--- src/rtl/cpu_sfr_bridge.sv ---
// ---------------------------------------------------------------------------
// cpu_sfr_bridge
//
// Purpose:
//   Bridges CPU execute-stage SFR requests onto the single-cycle SFR memory
//   bus that feeds the port I/O register block. The bridge supports three
//   request types:
//     - byte writes, issued as one MEM_WR strobe;
//     - byte reads, issued as one MEM_RD strobe followed by a data capture;
//     - bit writes to P0..P3, performed as read-modify-write sequences so
//       that the bus only ever carries whole bytes.
//   Only one request is in flight at a time. A response pulse marks the end
//   of every accepted request.
//
// Ports:
//   CLK          clock
//   RST          synchronous active-high reset
//   REQ_VALID    request present
//   REQ_READY    bridge can accept a request (IDLE and not in reset)
//   REQ_OP       00 byte write, 01 byte read, 10 bit write, 11 reserved
//   REQ_ADDR     byte address (ops 00/01) or bit address (op 10)
//   REQ_WDATA    byte write data
//   REQ_BIT_VAL  bit value for a bit write
//   RSP_VALID    one-cycle completion pulse
//   RSP_ERR      qualifies RSP_VALID: the request was rejected
//   RSP_DATA     read byte (op 01) or written-back byte (op 10), else 0
//   MEM_ADDR     SFR bus address
//   MEM_WR_DATA  SFR bus write data
//   MEM_WR       SFR bus write strobe
//   MEM_RD       SFR bus read strobe
//   MEM_RD_DATA  SFR bus read data, valid the cycle after MEM_RD
// ---------------------------------------------------------------------------
`timescale 1ns/1ps

module cpu_sfr_bridge #(
    parameter int DATA_W = 8,
    parameter int ADDR_W = 8
) (
    input  logic              CLK,
    input  logic              RST,
    input  logic              REQ_VALID,
    output logic              REQ_READY,
    input  logic [1:0]        REQ_OP,
    input  logic [ADDR_W-1:0] REQ_ADDR,
    input  logic [DATA_W-1:0] REQ_WDATA,
    input  logic              REQ_BIT_VAL,
    output logic              RSP_VALID,
    output logic              RSP_ERR,
    output logic [DATA_W-1:0] RSP_DATA,
    output logic [ADDR_W-1:0] MEM_ADDR,
    output logic [DATA_W-1:0] MEM_WR_DATA,
    output logic              MEM_WR,
    output logic              MEM_RD,
    input  logic [DATA_W-1:0] MEM_RD_DATA
);

    // -----------------------------------------------------------------------
    // Request encodings and controller states
    // -----------------------------------------------------------------------
    localparam logic [1:0] OP_BYTE_WR = 2'b00;
    localparam logic [1:0] OP_BYTE_RD = 2'b01;
    localparam logic [1:0] OP_BIT_WR  = 2'b10;
    localparam logic [1:0] OP_RSVD    = 2'b11;

    // The state names the bus phase currently being presented; every
    // registered output is computed one cycle ahead, when entering a state.
    typedef enum logic [2:0] {
        IDLE = 3'd0,  // waiting for a request
        RD   = 3'd1,  // MEM_RD strobe on the bus
        CAP  = 3'd2,  // MEM_RD_DATA valid, captured this cycle
        WR   = 3'd3,  // MEM_WR strobe on the bus
        RSP  = 3'd4   // RSP_VALID pulse
    } state_e;

    // -----------------------------------------------------------------------
    // State and captured request fields
    // -----------------------------------------------------------------------
    state_e            state_q,       state_d;
    logic [1:0]        op_q,          op_d;
    logic [2:0]        bit_idx_q,     bit_idx_d;
    logic              bit_val_q,     bit_val_d;

    // Registered outputs
    logic [ADDR_W-1:0] mem_addr_q,    mem_addr_d;
    logic [DATA_W-1:0] mem_wr_data_q, mem_wr_data_d;
    logic              mem_wr_q,      mem_wr_d;
    logic              mem_rd_q,      mem_rd_d;
    logic              rsp_valid_q,   rsp_valid_d;
    logic              rsp_err_q,     rsp_err_d;
    logic [DATA_W-1:0] rsp_data_q,    rsp_data_d;

    // -----------------------------------------------------------------------
    // Request decode
    // -----------------------------------------------------------------------
    logic              req_ready;
    logic              accept;
    logic              req_err;
    logic [ADDR_W-1:0] bit_byte_addr;
    logic [DATA_W-1:0] merged_byte;

    // Ready is the only combinational output: it must drop in the same
    // cycle RST is raised, before any flop has seen the reset.
    assign req_ready = (state_q == IDLE) && !RST;
    assign accept    = REQ_VALID && req_ready;

    // Bit addresses below the top half map to bit-addressable RAM, which is
    // served elsewhere; only SFR bits (P0..P3 etc.) are handled here.
    assign req_err = (REQ_OP == OP_RSVD) ||
                     ((REQ_OP == OP_BIT_WR) && !REQ_ADDR[ADDR_W-1]);

    // A bit address selects bit [2:0] of the byte at the 8-aligned address.
    assign bit_byte_addr = {REQ_ADDR[ADDR_W-1:3], 3'b000};

    // Read-modify-write merge: the freshly read byte with one bit replaced.
    // NOTE: every variable driven in an always_comb gets a value before any
    // conditional logic, so no path can leave it unassigned and infer a latch.
    always_comb begin
        merged_byte            = MEM_RD_DATA;
        merged_byte[bit_idx_q] = bit_val_q;
    end

    // -----------------------------------------------------------------------
    // Next-state and next-output logic
    // -----------------------------------------------------------------------
    always_comb begin
        // Hold state and captured fields; strobes and response default low
        // so that each is a single-cycle pulse. MEM_ADDR and MEM_WR_DATA
        // hold their last value, keeping the bus stable between accesses.
        state_d       = state_q;
        op_d          = op_q;
        bit_idx_d     = bit_idx_q;
        bit_val_d     = bit_val_q;
        mem_addr_d    = mem_addr_q;
        mem_wr_data_d = mem_wr_data_q;
        mem_wr_d      = 1'b0;
        mem_rd_d      = 1'b0;
        rsp_valid_d   = 1'b0;
        rsp_err_d     = 1'b0;
        rsp_data_d    = '0;

        unique case (state_q)
            IDLE: begin
                if (accept) begin
                    op_d      = REQ_OP;
                    bit_idx_d = REQ_ADDR[2:0];
                    bit_val_d = REQ_BIT_VAL;

                    if (req_err) begin
                        // Rejected without touching the bus.
                        rsp_valid_d = 1'b1;
                        rsp_err_d   = 1'b1;
                        state_d     = RSP;
                    end else begin
                        unique case (REQ_OP)
                            OP_BYTE_WR: begin
                                mem_wr_d      = 1'b1;
                                mem_addr_d    = REQ_ADDR;
                                mem_wr_data_d = REQ_WDATA;
                                state_d       = WR;
                            end
                            OP_BYTE_RD: begin
                                mem_rd_d   = 1'b1;
                                mem_addr_d = REQ_ADDR;
                                state_d    = RD;
                            end
                            OP_BIT_WR: begin
                                mem_rd_d   = 1'b1;
                                mem_addr_d = bit_byte_addr;
                                state_d    = RD;
                            end
                            default: begin
                                // Reserved op is always flagged by req_err.
                                state_d = IDLE;
                            end
                        endcase
                    end
                end
            end

            RD: begin
                // Read data arrives one cycle after the strobe.
                state_d = CAP;
            end

            CAP: begin
                if (op_q == OP_BIT_WR) begin
                    // Write back unconditionally, even if the bit already
                    // held the requested value.
                    mem_wr_d      = 1'b1;
                    mem_wr_data_d = merged_byte;
                    state_d       = WR;
                end else begin
                    rsp_valid_d = 1'b1;
                    rsp_data_d  = MEM_RD_DATA;
                    state_d     = RSP;
                end
            end

            WR: begin
                rsp_valid_d = 1'b1;
                // A bit write reports the byte it wrote back; a plain byte
                // write reports zero.
                rsp_data_d  = (op_q == OP_BIT_WR) ? mem_wr_data_q : '0;
                state_d     = RSP;
            end

            RSP: begin
                state_d = IDLE;
            end

            default: begin
                state_d = IDLE;
            end
        endcase
    end

    // -----------------------------------------------------------------------
    // Registers
    // -----------------------------------------------------------------------
    // Reset clears every flop, so an aborted request leaves no strobe or
    // response behind and the bus returns to all-zero.
    // NOTE: sequential state is written with non-blocking assignments so all
    // flops sample their _d values from the same pre-edge snapshot.
    always_ff @(posedge CLK) begin
        if (RST) begin
            state_q       <= IDLE;
            op_q          <= OP_BYTE_WR;
            bit_idx_q     <= '0;
            bit_val_q     <= 1'b0;
            mem_addr_q    <= '0;
            mem_wr_data_q <= '0;
            mem_wr_q      <= 1'b0;
            mem_rd_q      <= 1'b0;
            rsp_valid_q   <= 1'b0;
            rsp_err_q     <= 1'b0;
            rsp_data_q    <= '0;
        end else begin
            state_q       <= state_d;
            op_q          <= op_d;
            bit_idx_q     <= bit_idx_d;
            bit_val_q     <= bit_val_d;
            mem_addr_q    <= mem_addr_d;
            mem_wr_data_q <= mem_wr_data_d;
            mem_wr_q      <= mem_wr_d;
            mem_rd_q      <= mem_rd_d;
            rsp_valid_q   <= rsp_valid_d;
            rsp_err_q     <= rsp_err_d;
            rsp_data_q    <= rsp_data_d;
        end
    end

    // -----------------------------------------------------------------------
    // Outputs
    // -----------------------------------------------------------------------
    assign REQ_READY   = req_ready;
    assign RSP_VALID   = rsp_valid_q;
    assign RSP_ERR     = rsp_err_q;
    assign RSP_DATA    = rsp_data_q;
    assign MEM_ADDR    = mem_addr_q;
    assign MEM_WR_DATA = mem_wr_data_q;
    assign MEM_WR      = mem_wr_q;
    assign MEM_RD      = mem_rd_q;

endmodule

--- config.mk ---
export PLATFORM = sky130hd
export DESIGN_NAME = cpu_sfr_bridge
export DESIGN_NICKNAME = d
export VERILOG_FILES = /design/src/rtl/cpu_sfr_bridge.sv
export SDC_FILE = /design/constraint.sdc
export NUM_CORES = 1
export LEC_CHECK = 0
export ABC_AREA = 1
export BUFFER_PORTS_ARGS = -buffer_cell sky130_fd_sc_hd__buf_2
export CORE_MARGIN = 2
export CORE_UTILIZATION = 30
export CTS_CLUSTER_SIZE = 30
export DETAILED_ROUTE_END_ITERATION = 8
export PLACE_DENSITY_LB_ADDON = 0.12
export SYNTH_ARGS = -nofsm -noshare
export SYNTH_HDL_FRONTEND = slang
export SYNTH_SLANG_ARGS = --single-unit
--- constraint.sdc ---
create_clock -name CLK -period 1.4 [get_ports CLK]
set_input_delay 0.28 -clock CLK [delete_from_list [all_inputs] [get_ports CLK]]
set_output_delay 0.28 -clock CLK [all_outputs]
set_load 0.01 [all_outputs]
# ---- Yosys cells after proc, flatten, opt, wreduce, memory -nomap -nowiden
# Index checks and enable logic that the tools add are counted.
dict set report totals {
  regBits 37
  output_inout_bits 29
}
dict set report classes {
  reduce_logical 18
  magnitude_cmp 2
  bitwise 3
  n_eq_ne 11
  n_mux 27
}
# operator count
set op_table {}
lappend op_table {{8-bit two-way mux} 6}
lappend op_table {{8-bit one-hot mux with 2 select lines} 3}
lappend op_table {{3-bit one-hot mux with 4 select lines} 1}
lappend op_table {{1-bit two-way mux} 9}
lappend op_table {{3-bit two-way mux} 3}
lappend op_table {{8-bit bitwise mux} 1}
lappend op_table {{2-bit == test, second input constant} 3}
lappend op_table {{3-bit by 2-bit == test with 1-bit output, second input constant} 2}
lappend op_table {{2-bit != test, second input constant} 3}
lappend op_table {{2-bit OR reduction} 3}
lappend op_table {{5-bit AND reduction} 1}
lappend op_table {{1-bit logical AND} 4}
lappend op_table {{3-bit by 4-bit < comparator with 1-bit output, second input constant} 1}
lappend op_table {{2-bit one-hot mux with 2 select lines} 1}
lappend op_table {{4-bit AND reduction} 1}
lappend op_table {{2-bit nonzero test} 2}
lappend op_table {{4-bit OR reduction} 1}
lappend op_table {{1-bit demux with 3-bit select} 1}
lappend op_table {{3-bit by 1-bit == test with 1-bit output, second input constant} 1}
lappend op_table {{3-bit by 1-bit >= comparator with 1-bit output, second input constant} 1}
lappend op_table {{3-bit logical NOT} 1}
lappend op_table {{1-bit NOT} 3}
lappend op_table {{1-bit one-hot mux with 3 select lines} 1}
lappend op_table {{2-bit by 1-bit == test with 1-bit output, second input constant} 1}
lappend op_table {{other kinds (6)} 7}

# ---- Logic depth before layout (Yosys ltp)
# Gate-level depths: netlist of the first run.
dict set report logic_depth {
  ltp_word 7
  ltp_mapped 10
  ltp_nobuf 9
}

# ---- Worst setup path after synthesis of the first run
# No wires, ideal clock.
dict set report synth_timing {
  kind {input port to flip-flop}
  from {in REQ_OP[0]}
  to {reg mem_wr_data_q[2], in the netlist MEM_WR_DATA[2]}
  stages 9
  t_arrival_ps 1155
  setup_slack_ps 132
  required_time_ps 1287
  setup_time_ps 113
  cell_sequence {inv_1 -> ha_1 -> nand2_1 -> nand3_1 -> nand2_1 -> nand3_2 -> buf_6 -> nor2_1 -> nor2_1}
}
dict set report synth_via {
  elab_chain_len 5
}
# item line
set synth_lines {}
lappend synth_lines {{start: declaration} 43} ;# input logic [1:0] REQ_OP,
lappend synth_lines {{2-bit == test} 109} ;# ((REQ_OP == OP_BIT_WR) && !REQ_ADDR[ADDR_W-1]);
lappend synth_lines {{1-bit logical AND} 109}
lappend synth_lines {{1-bit logical OR} 108} ;# assign req_err = (REQ_OP == OP_RSVD) ||
lappend synth_lines {{2-bit != test (no line)} -}
lappend synth_lines {{5-bit AND reduction (no line) (*)} -}
lappend synth_lines {{end signal: assignment} 243} ;# mem_wr_data_q <= mem_wr_data_d;
lappend synth_lines {{end: declaration} 85} ;# logic [DATA_W-1:0] mem_wr_data_q, mem_wr_data_d;
# Every way passes the cells marked *; elsewhere a longest branch is shown, timed or not.
# A chain may end at the register's enable or synchronous reset.

# ---- Final worst setup path of the first run
dict set report layout_timing {
  from {reg state_q[0]}
  to {out REQ_READY}
}
dict set report layout_via {
  elab_chain_len 2
}
# item line
set layout_lines {}
lappend layout_lines {{start: declaration} 78} ;# state_e state_q, state_d;
lappend layout_lines {{start signal: assignment} 238} ;# state_q <= state_d;
lappend layout_lines {{3-bit logical NOT} 103} ;# assign req_ready = (state_q == IDLE) && !RST;
lappend layout_lines {{1-bit logical AND} 103}
lappend layout_lines {{end: declaration} 42} ;# output logic REQ_READY,
# Every way passes these cells.

==> impl_results.md, run 1 <==
- Later-pin clock latency in the skew report: roughly 0.29 ns
- Final net count: approximately 350
- Fraction of layout cells with a size suffix above 1: between 20 and 30%
- Clock Sinks: 37
- First-pass GRT wire length: a little over 7000 um
- CTS clk-pin slew, worst paths: 0.07 ns
- Commonest non-fill, non-tap cell in the layout: buf_2
- TritonCTS Buffers: 5
- Full die area: approximately 6400 um^2
- Crit end category: output port
- DRC: 0
- Vias post-DR: between 1500 and 2000
- Switching power: about 700 uW
- Total Routed Length: approximately 4400 um
- Post-synthesis sequential area ratio: between 40 and 50%
- GRT overflow: 0
- Placed cell area: 2170 um^2
- CP Launch Point: state_q[0]
- Row count: 27
- DR iter-0 viols: 45
- Ports: 59
- Combinational Power Share: 19.0%
- Fin area: ~2300 um^2
- Port Buffer Count: just under 60
- Reg2reg start: state_q[0]
- CTS tree: built
- Largest fanout on the critical path: 4
- Crit path time final: 1.33 ns
- Fmax: ~0.75 GHz
- Largest delay share family, worst path: flip-flops
- DR pass1 iterations: 4
- Vias/cell: about 4.4
- Leakage: between 1 and 1.5 nW
- Cell Pwr Density: 1080 nW/um^2
- Slew headroom: between 80% and 90%
- Max cap viols: 0
- Synth Net Count: 284
- Die Y: 80.3 um
- Total global-route track usage: between 10 and 15%
- Core ar.: roughly 5600 um^2
- Worst slew pin tran: approximately 0.26 ns
- Ant diodes: 0
- Slew Viols, Final: 0
- Slowest stage delay, CP: 0.35 ns
- Wire length per cell: ~11 um
- Outcome: finished, final reports clean
- Hold_ws: about 0.22 ns
- Switching share of total power: between 20% and 30%
- FF/Latch Area: about 740 um^2
- Layout fillers: approximately 620
- Synth Instances: 250
- Largest net degree at the start of global routing: 21
- TNS Setup: 0 ns
- CTS root buf: clkbuf_8
- Hold Vio Cnt, Final: 0
- RSZ-0062 raised after global routing: no
- Maximum vdd ir drop: slightly below 700 uV
- Hold WC Path Type: in -> reg
- Area taken by multi-input logic gates: ~820 um^2
- Final ANT Viol Nets: 0
- Synth area leaders: dfxtp_1 (42%), nand2_1 (11%), nor2_1 (9.7%), inv_1 (6.9%), nand3_1 (6.0%)
- DP HPWL: approximately 3400 um
- Sequential share of power: between 40% and 50%
- Layout Skew: 0.00584 ns
- Endpoints failing setup: 0
- P&R area growth vs syn: 30.9%
- Vias in the first global route: 1584
- Synthesized area: approximately 1700 um^2
- Worst EP arrival: ~1.1 ns
- Dominant cell type by area after synthesis: dfxtp_1
- Seq cells post-synth: 37
- Clock Path Buffers: 2
- Setup CP Type: reg -> out
- Required time worst endpoint: ~1.1 ns
- Netlist cell types: 24
- Hold path startpoint: REQ_ADDR[3]
- Tcrit/Tclk final: 94.9%
- Synth warn: 0
- Critical path buffers and inverters: 1
- Die span in x: roughly 80 um
- H-tree depth: 2
- Slowest library cell on the worst path: dfxtp_2
- Most frequent cells in the layout: buf_2 (58), nand2_1 (51), nor2_1 (45), dfxtp_1 (35), inv_1 (32)
- Initial core utilization: a little under a third
- Mapped Avg Cell Area: 6.98 um^2
- Overall power: 2.46 mW
- CP Cell Sequence: nor2_4, nand2_1, nor2_1, buf_2
- Power share of the clock group: about a third
- Initial antenna violation count: 0
- RePlAce Congestion: 0.772
- Worst setup SP type: flop
- P_int: ~1.8 mW
- Synth top area share: about 42%
path summary, 6_finish.rpt:
kind | to | slack (ns) | cells after the start
hold reg to reg | MEM_ADDR[2] | 0.47 | 2
hold / removal | MEM_ADDR[3] | 0.22 | 3
setup / recovery | REQ_READY | 0.07 | 4
setup reg to reg | MEM_WR_DATA[5] | 0.18 | 7
registers in the layout, indices dropped and copies added (netlist names):
signal       cells
bit_idx_q        3
MEM_WR_DATA      8
MEM_RD           1
MEM_WR           1
RSP_DATA         8
RSP_ERR          1
bit_val_q        1
state_q          3
op_q             2
RSP_VALID        1
MEM_ADDR         8
per-layer routing:
layer  track usage, %  vias up  wire (um)
li1                 -      924          -
met1             16.5      746       1970
met2             25.8       42       2130
met3             4.04        5        276
met4             5.08        0         46
met5                0        -          0
cells by family (layout without fill, tap and decap cells):
logic type               count (synthesis)  in the layout  synth area share [%]
AO/OA/AOI/OAI                           37             37                  12.5
adder cells (fa/ha/maj)                  4              4                  2.87
AND/OR/NAND/NOR                        128            128                  31.8
buffers and inverters                   44            113                  10.5
flip-flops                              37             37                  42.4
worst register-to-register path, stage by stage (launching register included):
cell,delay (ns)
dfxtp_2,0.35
nor2_4,0.15
nand2_2,0.10
inv_1,0.21
nand2_1,0.08
o21ai_0,0.15
nor2_1,0.05
nor2_1,0.08
through the flow:
stage | utilization [%] | worst slack, ns | std cells
after floorplan | - | 0.132 | 250
after global placement | 38.9 | 0.0284 | 382
after global routing | 41.0 | 0.00969 | 391
after detailed placement | 38.9 | 0.00422 | 382
final | 41.0 | 0.0718 | 391
after CTS | 40.7 | 0.0192 | 390
area by class of cell:
cell class,count,share of cell area [%]
clock buffer,7,4.22
sequential,37,32.5
clock inverter,1,0.219
timing repair buffer,70,17.4
inverter,35,5.75
multi-input combinational,169,36.0
tap,72,3.94
power groups by stage:
stage / Sequential [mW] / Combinational [mW] / Clock, mW
floorplan: 1.20 / 0.275 / 0
global placement: 1.19 / 0.463 / 0
detailed placement: 1.19 / 0.463 / 0
CTS: 1.17 / 0.466 / 0.860
global route: 1.18 / 0.534 / 0.910
finish: 1.17 / 0.468 / 0.825
cells in the mapped netlist:
| library cell | instances |
|---|---|
| a21oi_1 | 11 |
| a22oi_1 | 8 |
| buf_2 | 5 |
| buf_4 | 1 |
| buf_6 | 1 |
| clkbuf_1 | 2 |
| clkinv_1 | 1 |
| dfxtp_1 | 37 |
| ha_1 | 4 |
| inv_1 | 32 |
| inv_2 | 2 |
| nand2_1 | 51 |
| nand2_2 | 1 |
| nand3_1 | 21 |
| nand3_2 | 1 |
| nand4_1 | 4 |
| nand4_2 | 1 |
| nor2_1 | 45 |
| nor2_2 | 2 |
| nor2_4 | 2 |
| o211ai_2 | 1 |
| o21ai_0 | 14 |
| o21ai_1 | 1 |
| o21bai_1 | 2 |
repair_timing:
item / 4_1_cts / 5_1_grt
hold buffers: 0 / 0
setup endpoints to repair: 0 / 5
gates resized for setup: 0 / 3
setup buffers: 0 / 1
No activity file was read; power rests on OpenSTA's default activity.
==> inputs of run 2 (changes only) <==
- GPL_TIMING_DRIVEN: unset -> 0
- RECOVER_POWER: unset -> 100
==> run 2 against run 1 <==
Combinational power up 5.1%; utilization shrank 0.38 points; register-to-register slack worse by 0.07 ns; worst hold slack improved by 0.0043 ns; final area shrank 0.93%; power down 2.0%; die area stayed put; maximum frequency down 1.7%; non-clock buffer count is 2 higher; global-route usage shrank 0.10 points; final cell count increased by 0.26%; flip-flop and latch count is the same; largest power group unchanged.
==> impl_results.md, run 2 (synthesis results as in run 1) <==
- Outcome: finished, final reports clean
- Port Buffer Count: 57 (-1.7%)
- Clock Path Buffers: 2 (unchanged)
- Layout Skew: 0.00518 ns (-0.000663 ns)
- Crit path time final: 1.35 ns (+0.0231 ns)
- Power share of the clock group: 31.3% (-2.2 points)
- Switching power: 702 uW (+0.11%)
- Final ANT Viol Nets: 0 (unchanged)
- Overall power: 2.41 mW (-2.0%)
- Max cap viols: 0 (unchanged)
- Finished Layout Cells: 392 (+0.26%)
- Most frequent cells in the layout: nand2_1 (49), nor2_1 (44), buf_2 (38), dfxtp_1 (33), inv_1 (31)
- Sequential share of power: 48.3% (+0.9 points)
- Full die area: 6440 um^2 (unchanged)
- Tcrit/Tclk final: 96.5% (+1.6 points)
- Largest delay share family, worst path: flip-flops
- Hold_ws: 0.220 ns (+0.00430 ns)
- DR iter-0 viols: 49 (+8.9%)
- Vias in the first global route: 1615 (+2.0%)
- Ports: 59 (unchanged)
- Worst EP arrival: 1.07 ns (+0.02 ns)
- First-pass GRT wire length: 7240 um (+0.68%)
- TritonCTS Buffers: 5 (unchanged)
- Fraction of layout cells with a size suffix above 1: 23.1% (-5.1 points)
- Slew Viols, Final: 0 (unchanged)
- DP HPWL: 3350 um (-0.40%)
- Core ar.: 5570 um^2 (unchanged)
- Hold WC Path Type: in -> reg
- CTS clk-pin slew, worst paths: 0.07 ns (about the same)
- Die span in x: 80.3 um (unchanged)
- P_int: 1.71 mW (-2.9%)
- Ant diodes: 0 (unchanged)
- Slowest stage delay, CP: 0.33 ns (-0.02 ns)
- Area taken by multi-input logic gates: 846 um^2 (+2.9%)
- Largest net degree at the start of global routing: 11 (-48%)
- Wire length per cell: 11.5 um (+1.5%)
- Initial antenna violation count: 0 (unchanged)
- DRC: 0 (unchanged)
- Initial core utilization: 31.3% (unchanged)
- Fin area: 2260 um^2 (-0.93%)
- Die Y: 80.3 um (unchanged)
- GRT overflow: 0 (unchanged)
- Worst setup SP type: flop
- Slew headroom: 74.3% (-8.4 points)
- Later-pin clock latency in the skew report: 0.28 ns (about the same)
- Total global-route track usage: 14.4% (-0.10 points)
- Slowest library cell on the worst path: dfxtp_2
- Crit end category: output port
- RePlAce Congestion: 0.748 (-3.1%)
- Placed insts: 379 (-0.79%)
- Endpoints failing setup: 0 (unchanged)
- Layout fillers: 636 (+2.1%)
- P&R area growth vs syn: 29.7%
- CTS root buf: clkbuf_8
- Critical path buffers and inverters: 1 (unchanged)
- Placed cell area: 2120 um^2 (-2.2%)
- CP Cell Sequence: nor2_4, nand2_2, nor2_2, buf_2
- H-tree depth: 2 (unchanged)
- DR pass1 iterations: 4 (unchanged)
- Leakage: 1.10 nW (-9.8%)
- RSZ-0062 raised after global routing: yes
- Row count: 27 (unchanged)
- Combinational Power Share: 20.4% (+1.4 points)
- Hold Vio Cnt, Final: 0 (unchanged)
- Total Routed Length: 4500 um (+1.8%)
- Switching share of total power: 29.1% (+0.63 points)
- Final net count: 354 (+0.57%)
- CTS tree: built
- Required time worst endpoint: 1.12 ns (about the same)
- Cell Pwr Density: 1060 nW/um^2 (-1.1%)
- Fmax: 0.740 GHz (-1.7%)
- Worst slew pin tran: 0.385 ns (+0.127 ns)
- Setup CP Type: reg -> out
- Vias post-DR: 1758 (+2.4%)
- Commonest non-fill, non-tap cell in the layout: nand2_1
- Maximum vdd ir drop: 404 uV (-42%)
- Clock Sinks: 37 (unchanged)
- FF/Latch Area: 746 um^2 (+0.34%)
- Vias/cell: 4.48 (+2.1%)
- Largest fanout on the critical path: 5 (+1)
-- run 2: changes by cell type in the layout (fill, tap and decap cells not counted), sizes merged --
cell	before	now
clkinv	2	0
inv	34	33
clkbuf	7	32
buf	70	47
clkinvlp	0	2
-- run 2: final cells by class --
class                      instances  area share (%)
tap                               72            3.98
inverter                          35            6.14
sequential                        37            32.9
multi-input combinational        169            37.4
buffer                             9            2.43
timing repair buffer              63            13.3
clock buffer                       7            3.81
-- run 2: metal layers --
metal,share of wire [%],global-route usage [%],wire length [um]
met2,50,25.7,2230
met3,5.8,3.71,260
met5,0,0,0
met4,0.65,3.56,29
met1,44,17.1,1980
-- run 2: path summary, 6_finish.rpt --
kind	from	to	slack [ns]	cells after the start
worst max-delay path	state_q[2]	REQ_READY	0.05	4
worst min-delay path	RST	MEM_ADDR[2]	0.22	2
worst max register to register	state_q[0]	MEM_WR_DATA[1]	0.11	8
worst min register to register	MEM_ADDR[2]	MEM_ADDR[2]	0.47	2
-- run 2: per-stage QoR --
stage	utilization (%)	TNS [ns]	worst slack [ns]
detailed placement	38.0	-1.33	-0.179
global route	40.6	-0.0770	-0.0368
floorplan	-	0	0.132
finish	40.6	0	0.0487
CTS	40.0	0	0.000578
global placement	38.0	-1.31	-0.165
-- run 2: repair_timing --
item | in CTS | in global routing
hold buffers | 0 | 0
buffers inserted | 3 | 3
endpoints found under the setup margin | 1 | 23
pin swaps | 1 | 3
hold endpoints to repair | 0 | 0
cloned | 0 | 0
gates resized for setup | 0 | 17
-- run 2: worst reg2reg max path, stage by stage (launching register included) --
cell	delay, ns
dfxtp_2	0.37
nor2_4	0.06
buf_4	0.13
nand2_2	0.11
clkinvlp_4	0.19
nand3_1	0.13
nand2_1	0.05
nor2_1	0.10
nor2_1	0.05
-- run 2: power groups by stage --
stage	sequential [mW]	combinational (mW)	clock, mW
finish	1.16	0.492	0.754
global placement	1.18	0.453	0
detailed placement	1.18	0.454	0
floorplan	1.20	0.275	0
CTS	1.16	0.474	0.792
global route	1.17	0.559	0.831
==> inputs of run 3 (changes only) <==
- BUFFER_PORTS_ARGS: -buffer_cell sky130_fd_sc_hd__buf_2 -> unset
- DONT_BUFFER_PORTS: unset -> 1
- PLACE_DENSITY_LB_ADDON: 0.12 -> unset
==> run 3 against run 2 <==
Non-clock buffer count fell by 60; combinational power shrank 27%; utilization fell by 4.4 points; register-to-register slack barely moved; highest routed layer unchanged.
==> impl_results.md, run 3 (synthesis results as in run 1) <==
- Outcome: finished, final reports clean
- H-tree depth: 2 (unchanged)
- Core ar.: 5570 um^2 (unchanged)
- Hold WC Path Type: in -> reg
- TNS Setup: 0 ns (unchanged)
- CTS clk-pin slew, worst paths: 0.08 ns (about the same)
- Crit end category: output port
- Setup CP Type: reg -> out
- Final ANT Viol Nets: 0 (unchanged)
- Initial antenna violation count: 0 (unchanged)
- Slew Viols, Final: 0 (unchanged)
- P_int: 1.96 mW (+15%)
- Worst setup SP type: flop
- CTS root buf: clkbuf_8
- Power share of the clock group: 41.5% (+10 points)
- Required time worst endpoint: 1.12 ns (about the same)
- Placed insts: 322 (-15%)
- Cell Pwr Density: 1310 nW/um^2 (+23%)
- Layout Skew: 0.00520 ns (+0.0000160 ns)
- Vias/cell: 4.66 (+3.9%)
- TritonCTS Buffers: 5 (unchanged)
- Largest fanout on the critical path: 5 (unchanged)
- Clock Path Buffers: 2 (unchanged)
- Fraction of layout cells with a size suffix above 1: 12.3% (-11 points)
- Worst EP arrival: 1.05 ns (-0.02 ns)
- Worst slew pin tran: 0.533 ns (+0.149 ns)
- Overall power: 2.64 mW (+9.7%)
- RSZ-0062 raised after global routing: yes
- GRT overflow: 0 (unchanged)
- Ant diodes: 0 (unchanged)
- Die Y: 80.3 um (unchanged)
- Vias in the first global route: 1448 (-10%)
- RePlAce Congestion: 0.802 (+7.2%)
- Initial core utilization: 31.3% (unchanged)
- DRC: 0 (unchanged)
- Die span in x: 80.3 um (unchanged)
- Port Buffer Count: 0 (-100%)
- Slew headroom: 64.5% (-9.9 points)
- Commonest non-fill, non-tap cell in the layout: nand2_1
- DP HPWL: 3150 um (-5.9%)
- Hold Vio Cnt, Final: 0 (unchanged)
- First-pass GRT wire length: 6790 um (-6.2%)
- Most frequent cells in the layout: nand2_1 (51), nor2_1 (44), dfxtp_1 (36), inv_1 (31), nand3_1 (21)
- Switching share of total power: 26.0% (-3.1 points)
- Tcrit/Tclk final: 95.1% (-1.4 points)
- CTS tree: built
- Hold_ws: 0.120 ns (-0.100 ns)
- Maximum vdd ir drop: 487 uV (+21%)
- Row count: 27 (unchanged)
- Full die area: 6440 um^2 (unchanged)
- Wire length per cell: 12.6 um (+10%)
- Final net count: 294 (-17%)
- DR iter-0 viols: 81 (+65%)
- Leakage: 0.935 nW (-15%)
- Max cap viols: 0 (unchanged)
- Reg2reg start: state_q[0]
- Total global-route track usage: 13.8% (-0.64 points)
- Ports: 59 (unchanged)
- Total Routed Length: 4210 um (-6.4%)
- Hold path startpoint: REQ_ADDR[3]
- Finished Layout Cells: 333 (-15%)
- Endpoints failing setup: 0 (unchanged)
- Vias post-DR: 1552 (-12%)
- Sequential share of power: 45.0% (-3.3 points)
- Largest net degree at the start of global routing: 13 (+2)
- Clock Sinks: 37 (unchanged)
- CP Launch Point: state_q[0]
- Combinational Power Share: 13.5% (-6.9 points)
- # hold bufs at CTS: 0 (unchanged)
- P&R area growth vs syn: 15.5%
- DR pass1 iterations: 4 (unchanged)
- Crit path time final: 1.33 ns (-0.0200 ns)
- Switching power: 689 uW (-2.0%)
- Fmax: 0.751 GHz (+1.5%)
- Later-pin clock latency in the skew report: 0.29 ns (about the same)
run 3: power by group through the flow:
| stage | registers (mW) | logic [mW] | clock network [mW] |
|---|---|---|---|
| 2_1_floorplan | 1.20 | 0.275 | 0 |
| 3_3_place_gp | 1.21 | 0.330 | 0 |
| 3_5_place_dp | 1.21 | 0.338 | 0 |
| 4_1_cts | 1.19 | 0.342 | 1.14 |
| 5_1_grt | 1.20 | 0.411 | 1.18 |
| 6_report | 1.19 | 0.357 | 1.10 |
run 3: worst paths after layout:
kind                                    end  slack, ns  depth (start not counted)
worst max-delay path              REQ_READY       0.07                          3
worst min-delay path            MEM_ADDR[3]       0.12                          2
worst max register to register  MEM_ADDR[5]       0.11                          6
worst min register to register      op_q[0]       0.49                          2
run 3: critical path, cell delays in order, from the launching register on:
cell,delay (ns)
dfxtp_1,0.35
nor2_4,0.17
nand2_1,0.11
nor2_4,0.13
run 3: timing repair:
item / 4_1_cts / 5_1_grt
pin swaps: 0 / 2
setup endpoints to repair: 1 / 20
gates resized for setup: 1 / 7
buffers inserted: 0 / 3
run 3: stage by stage:
stage / area [um^2] / setup slack (ns) / util [%]
after global routing: 2020 / -0.0315 / 36.2
after global placement: 1840 / -0.0505 / 32.9
final: 2020 / 0.0687 / 36.2
after detailed placement: 1840 / -0.0747 / 32.9
after floorplan: 1750 / 0.132 / -
after CTS: 1970 / 0.0413 / 35.4
run 3: cell type report:
| class | count | area (um^2) |
|---|---|---|
| inverters | 35 | 139 |
| multi-input cells | 169 | 835 |
| fillers | 601 | 3560 |
| clock inverters | 3 | 65.1 |
| clock buffers | 5 | 68.8 |
| plain buffers | 9 | 53.8 |
| flip-flops and latches | 37 | 742 |
| repair buffers | 3 | 22.5 |
| well taps | 72 | 90.1 |
run 3: per-layer routing:
layer	track usage, %	vias up	share of wire [%]
met1	17.0	689	42
met2	21.8	48	47
li1	-	810	-
met4	3.56	0	1.0
met5	0	-	0
met3	6.07	5	10
